--- src/rtl/instr_prefetch_queue.sv ---
// Instruction prefetch queue: req/ack fetch FSM feeding a DEPTH-entry {pc, instr} FIFO.
// Define INSTR_PREFETCH_BYPASS_EN to forward a returning word straight to the head when empty.
module instr_prefetch_queue #(
    parameter int unsigned DEPTH    = 4,
    parameter logic [31:0] RESET_PC = 32'h0000_0000
) (
    input  logic                       clk_i,
    input  logic                       rst_i,
    input  logic                       redirect_i,
    input  logic [31:0]                redirect_pc_i,
    input  logic                       deq_i,
    output logic                       imem_req_o,
    output logic [31:0]                imem_addr_o,
    input  logic                       imem_ack_i,
    input  logic [31:0]                imem_data_i,
    output logic                       valid_o,
    output logic [31:0]                pc_o,
    output logic [31:0]                pc_add4_o,
    output logic [31:0]                instr_o,
    output logic [$clog2(DEPTH+1)-1:0] count_o
);

    localparam int unsigned PtrW     = $clog2(DEPTH);
    localparam int unsigned CntW     = $clog2(DEPTH + 1);
    localparam logic [CntW-1:0] DepthCnt = CntW'(DEPTH);
    localparam logic [31:0] Nop      = 32'h0000_0013;

    typedef enum logic [1:0] {
        StIdle,
        StReq,
        StKill
    } state_e;

    state_e          state_q, state_d;
    logic [31:0]     fetch_pc_q, fetch_pc_d;
    logic [31:0]     pending_pc_q, pending_pc_d;

    logic [31:0]     mem_pc_q    [DEPTH];
    logic [31:0]     mem_instr_q [DEPTH];
    logic [PtrW-1:0] rd_ptr_q, rd_ptr_d;
    logic [PtrW-1:0] wr_ptr_q, wr_ptr_d;
    logic [CntW-1:0] count_q, count_d;

    logic            fifo_empty;
    logic            bypass;
    logic            enq;
    logic            pop;
    logic [CntW-1:0] count_post;

    assign fifo_empty = (count_q == '0);

`ifdef INSTR_PREFETCH_BYPASS_EN
    assign bypass = fifo_empty && (state_q == StReq) && imem_ack_i && !redirect_i;
`else
    assign bypass = 1'b0;
`endif

    // A bypassed word that is consumed in the same cycle never touches storage.
    assign pop = deq_i && !fifo_empty && !redirect_i;
    assign enq = (state_q == StReq) && imem_ack_i && !redirect_i && !(bypass && deq_i);

    assign count_post = count_q + CntW'(enq) - CntW'(pop);

    always_comb begin
        state_d      = state_q;
        fetch_pc_d   = fetch_pc_q;
        pending_pc_d = pending_pc_q;
        unique case (state_q)
            StIdle: begin
                if (redirect_i) begin
                    fetch_pc_d = redirect_pc_i;
                    state_d    = StReq;
                end else if (count_post < DepthCnt) begin
                    state_d = StReq;
                end
            end
            StReq: begin
                if (redirect_i) begin
                    if (imem_ack_i) begin
                        fetch_pc_d = redirect_pc_i;
                    end else begin
                        // Keep the address stable until the in-flight access completes.
                        pending_pc_d = redirect_pc_i;
                        state_d      = StKill;
                    end
                end else if (imem_ack_i) begin
                    fetch_pc_d = fetch_pc_q + 32'd4;
                    state_d    = (count_post < DepthCnt) ? StReq : StIdle;
                end
            end
            StKill: begin
                if (imem_ack_i) begin
                    fetch_pc_d = redirect_i ? redirect_pc_i : pending_pc_q;
                    state_d    = StReq;
                end else if (redirect_i) begin
                    pending_pc_d = redirect_pc_i;
                end
            end
            default: state_d = StIdle;
        endcase
    end

    always_ff @(posedge clk_i) begin
        if (!rst_i) begin
            state_q      <= StIdle;
            fetch_pc_q   <= RESET_PC;
            pending_pc_q <= RESET_PC;
        end else begin
            state_q      <= state_d;
            fetch_pc_q   <= fetch_pc_d;
            pending_pc_q <= pending_pc_d;
        end
    end

    always_comb begin
        rd_ptr_d = rd_ptr_q;
        wr_ptr_d = wr_ptr_q;
        count_d  = count_post;
        if (redirect_i) begin
            rd_ptr_d = '0;
            wr_ptr_d = '0;
            count_d  = '0;
        end else begin
            if (pop) begin
                rd_ptr_d = rd_ptr_q + 1'b1;
            end
            if (enq) begin
                wr_ptr_d = wr_ptr_q + 1'b1;
            end
        end
    end

    always_ff @(posedge clk_i) begin
        if (!rst_i) begin
            rd_ptr_q <= '0;
            wr_ptr_q <= '0;
            count_q  <= '0;
        end else begin
            rd_ptr_q <= rd_ptr_d;
            wr_ptr_q <= wr_ptr_d;
            count_q  <= count_d;
        end
    end

    // Storage is not reset; the head is masked by fifo_empty until written.
    always_ff @(posedge clk_i) begin
        if (enq) begin
            mem_pc_q[wr_ptr_q]    <= fetch_pc_q;
            mem_instr_q[wr_ptr_q] <= imem_data_i;
        end
    end

    assign imem_req_o  = (state_q != StIdle);
    assign imem_addr_o = fetch_pc_q;
    assign count_o     = count_q;

    always_comb begin
        valid_o = !fifo_empty;
        pc_o    = mem_pc_q[rd_ptr_q];
        instr_o = mem_instr_q[rd_ptr_q];
        if (fifo_empty) begin
            pc_o    = '0;
            instr_o = Nop;
        end
`ifdef INSTR_PREFETCH_BYPASS_EN
        if (bypass) begin
            valid_o = 1'b1;
            pc_o    = fetch_pc_q;
            instr_o = imem_data_i;
        end
`endif
    end

    assign pc_add4_o = pc_o + 32'd4;

endmodule
--- config.mk ---
export PLATFORM = sky130hd
export DESIGN_NAME = instr_prefetch_queue
export DESIGN_NICKNAME = d
export VERILOG_FILES = /design/src/rtl/instr_prefetch_queue.sv
export SDC_FILE = /design/constraint.sdc
export NUM_CORES = 1
export LEC_CHECK = 0
export BUFFER_PORTS_ARGS = -buffer_cell sky130_fd_sc_hd__buf_4
export CORE_UTILIZATION = 58
export CTS_CLUSTER_DIAMETER = 200
export DETAILED_ROUTE_END_ITERATION = 8
export PLACE_DENSITY = 0.8
export SLEW_MARGIN = 20
export SYNTH_ARGS = -nofsm -noshare
export SYNTH_HDL_FRONTEND = slang
export SYNTH_SLANG_ARGS = --single-unit
--- constraint.sdc ---
create_clock -name clk_i -period 3.77 [get_ports clk_i]
set_input_delay 0.1885 -clock clk_i [delete_from_list [all_inputs] [get_ports clk_i]]
set_output_delay 0.1885 -clock clk_i [all_outputs]
set_load 0.05 [all_outputs]
==> out/metrics.yaml <==
drt:
  wirelength_um: 37300
  wl_per_cell_um: 21.8
  route.vias.total: 10500
  drc: 0
  drt_iter0_markers: 1098
  first_pass_iters: 5
  vias_per_cell: 6.14
  ant_nets: 0
power_and_ir_drop:
  swShare_pct: 28.8
  switching_power_mw: 2.66
  intPower_mw: 6.59
  pwr-share-comb_pct: 17.2
  max-vdd-ir-drop_mv: 0.347
  leakagePower_nw: 6.75
  clock_power_share_pct: 34.6
  p_per_area_nw_per_um2: 495
  power_frac_seq_pct: 48.2
setup_path:
  critPathArrivalTime_ns: 3.38
  path_max_fanout: 26
  endpoint_kind: "output pin"
  slowest_delay_ns: 0.60
  critPathSlowestCell: "dfxtp_4"
  required_ns: 3.58
  crit_type: "reg2out"
  critical_path_buf_inv_count: 2
  crit_chain: "mux4_2, nand2_2, clkinvlp_4, ha_1, nand2_1, nor4_4, nand4b_1, xnor2_4, buf_4"
  crit_family: "simple AND/OR/NAND/NOR gates"
  critPathLaunchType: "flop"
placement:
  dpl.cell_count: 1583
  portBuffers: 201
  gp_congestion: 0.871
  dpl_cell_area_um2: 17000
  dp_hpwl_um: 23100
synthesis:
  ys_top_cells_by_count: "edfxtp_1, nand2_1, dfxtp_1, and2_1, mux4_2"
  netlist_instances: 1096
  synth_edf_count: 256
  yosysWarningCount: 0
  yosys.area_share.simple_pct: 13.0
  synth_area_per_cell_um2: 13.6
  synth_area_leaders: "edfxtp_1, dfxtp_1, mux4_2, nand2_1, and2_1"
  synth_ff_type: "edfxtp_1"
  yosysSeqAreaShare_pct: 61.6
  ys_async_sr_fraction_pct: 0
  synthXorXnorAreaFrac_pct: 2.21
  syn_area_um2: 14900
  muxShareOfSynthArea_pct: 11.3
  yosysTopAreaCellShare_pct: 51.5
  yosysMostFrequentCell: "edfxtp_1"
  synth_top_family_by_area: "simple AND/OR/NAND/NOR gates"
  synthAdderAreaFrac_pct: 1.14
  ys_types: 65
  synthesis.nets: 1178
  synth_compound_area_share_pct: 8.09
  synth_area_leader_cell: "edfxtp_1"
  synth_seq_cells: 331
cts:
  numCtsBuffers: 34
  clock_sinks: 331
  path_clk_slew_ns: 0.06
  clk_latency_ns: 0.51
  cts-htree-levels: 2
  ctsResizeCount: 0
  post_cts_buffers: 0
  tritoncts: "done"
  clock_path_buffers: 3
  cts-root-buf: "clkbuf_16"
cells_and_area:
  fin_nets: 1435
  stdcell_area_um2: 18700
  drive_above_1_share_pct: 26.8
  stdcell_count: 1706
  insertedDiodeCount: 0
  syn_to_final_growth_pct: 25.2
sta:
  worstMarginPinSlew_ns: 0.907
  period_needed_ns: 3.57
  rsz0062_at_grt: "false"
  finalCritPeriodShare_pct: 94.7
  finalSetupViolations: 0
  timing.slew.headroom_pct: 39.6
  fmax_ghz: 0.280
  finalClockSkew_ns: 0.0160
  drv_slew: 0
  hold_viol_final: 0
run_status:
  status: "completed"
global_routing:
  antenna_found_initial: 0
  grt_max_degree: 71
  grtUsageTotal_pct: 28.8
  grt_pass1_vias: 10100
  grt_overflow: 0
  grt_first_pass_wirelength_um: 57800
die:
  die_x_um: 162
  num_rows: 58
  die_h_um: 162
  dieArea_um2: 26400
  core_area_um2: 25200
  initial_utilization_pct: 59.3
  ios: 202
flow_run:
  maxCapViolations: 0
worst_hold_path:
  hold_class: "in2reg"
cell families (layout without fill, tap and decap cells):
group	count (synthesis)	in the layout
and+or+nand+nor	362	362
DFF	331	331
AOI/OAI and AO/OA	178	178
buffers and inverters	95	375
muxes	81	81
xor gates and xnor gates	36	36
adders and majority gates	13	13
layout make-up:
class	count	area, um^2
Sequential cell	331	9200
Clock inverter	17	111
Inverter	26	101
Multi-Input combinational cell	670	5500
Timing Repair Buffer	290	2400
Clock buffer	42	955
Fill cell	1538	6500
Tap cell	330	413
worst reg2reg max path, delay by kind of cell (launching register included):
family                   cells  cell delay [ns]
AO/OA/AOI/OAI                2             0.45
XOR/XNOR                     1             0.23
adder cells (fa/ha/maj)      4             1.22
buffers and inverters        2             0.14
flip-flops                   1             0.33
multiplexers                 1             0.21
AND/OR/NAND/NOR              3             0.47
state kept, by name, indices dropped and copies added, names as in the netlist, named ones only:
signal        cells
count_o           3
imem_addr_o      32
mem_instr_q     128
mem_pc_q        128
pending_pc_q     32
rd_ptr_q          2
state_q           2
wr_ptr_q          2
through the flow:
stage | hold slack [ns] | TNS, ns | total power [mW] | setup slack (ns) | util [%]
floorplan | 0.287 | -0.0125 | 5.44 | -0.0125 | -
global placement | 0.390 | 0 | 5.99 | 0.748 | 67.4
detailed placement | 0.391 | 0 | 6.03 | 0.653 | 67.4
CTS | 0.0205 | 0 | 9.27 | 0.0486 | 74.2
global route | 0.0403 | 0 | 9.56 | 0.0203 | 74.2
finish | 0.0469 | 0 | 9.25 | 0.201 | 74.2
per-layer routing:
| layer | vias to the layer above | share of wire (%) | wire [um] | GRT usage, % |
|---|---|---|---|---|
| li1 | 4699 | - | - | - |
| met4 | 0 | 2.4 | 897 | 8.96 |
| met3 | 67 | 8.9 | 3310 | 3.90 |
| met1 | 5105 | 40 | 15000 | 41.1 |
| met5 | - | 0 | 0 | 0 |
| met2 | 610 | 48 | 18100 | 46.4 |
timing repair:
item,in CTS,in global routing
setup endpoints to repair,0,8
hold buffers,64,0
endpoints found under the hold margin,168,0
power by group through the flow:
stage / sequential [mW] / clock, mW / combinational (mW)
after CTS: 4.44 / 3.25 / 1.58
final: 4.45 / 3.20 / 1.59
after global routing: 4.48 / 3.39 / 1.70
after floorplan: 4.69 / 0 / 0.756
after detailed placement: 4.52 / 0 / 1.51
after global placement: 4.50 / 0 / 1.49
placed cells by master, fill, tap and decap left out, types with 4 or more instances in the layout:
cell           count
or2_1              4
o211ai_1          12
a221oi_1          13
and2_1            66
o211a_1            4
nand3_1           17
dfxtp_1           70
nor3_1            11
xor2_1            16
a22oi_1            7
o31a_1             4
dlygate4sd3_1     64
and3_1             9
nand4b_1           5
nor2_1            46
ha_1              12
nand2_1          125
nand4_1           18
nand2b_1           4
mux4_2            66
o21ai_0           41
buf_12             5
inv_1             23
nor4_2             4
a21boi_0          35
edfxtp_1         256
clkbuf_16         37
mux2i_1           12
clkinv_1           9
o31ai_1            4
nor4_1             9
a31oi_1           11
buf_4            221
or3_1              8
clkbuf_1           4
or4_1              5
and4_1            11
xnor2_1            9
a21oi_1           24
xnor2_4            4
path summary, 6_finish.rpt:
kind,to,depth (start not counted),from,slack [ns]
worst max-delay path,pc_add4_o[26],9,flop,0.20
worst min register to register,pending_pc_q[11]$_SDFFE_PN0P_,2,pending_pc_q[11]$_SDFFE_PN0P_,0.46
worst min-delay path,wr_ptr_q[1]$_SDFFE_PP0P_,3,imem_ack_i,0.05
worst max register to register,state_q[1]$_SDFFE_PN0P_,13,state_q[1]$_SDFFE_PN0P_,0.64
No activity file was read; power rests on OpenSTA's default activity.
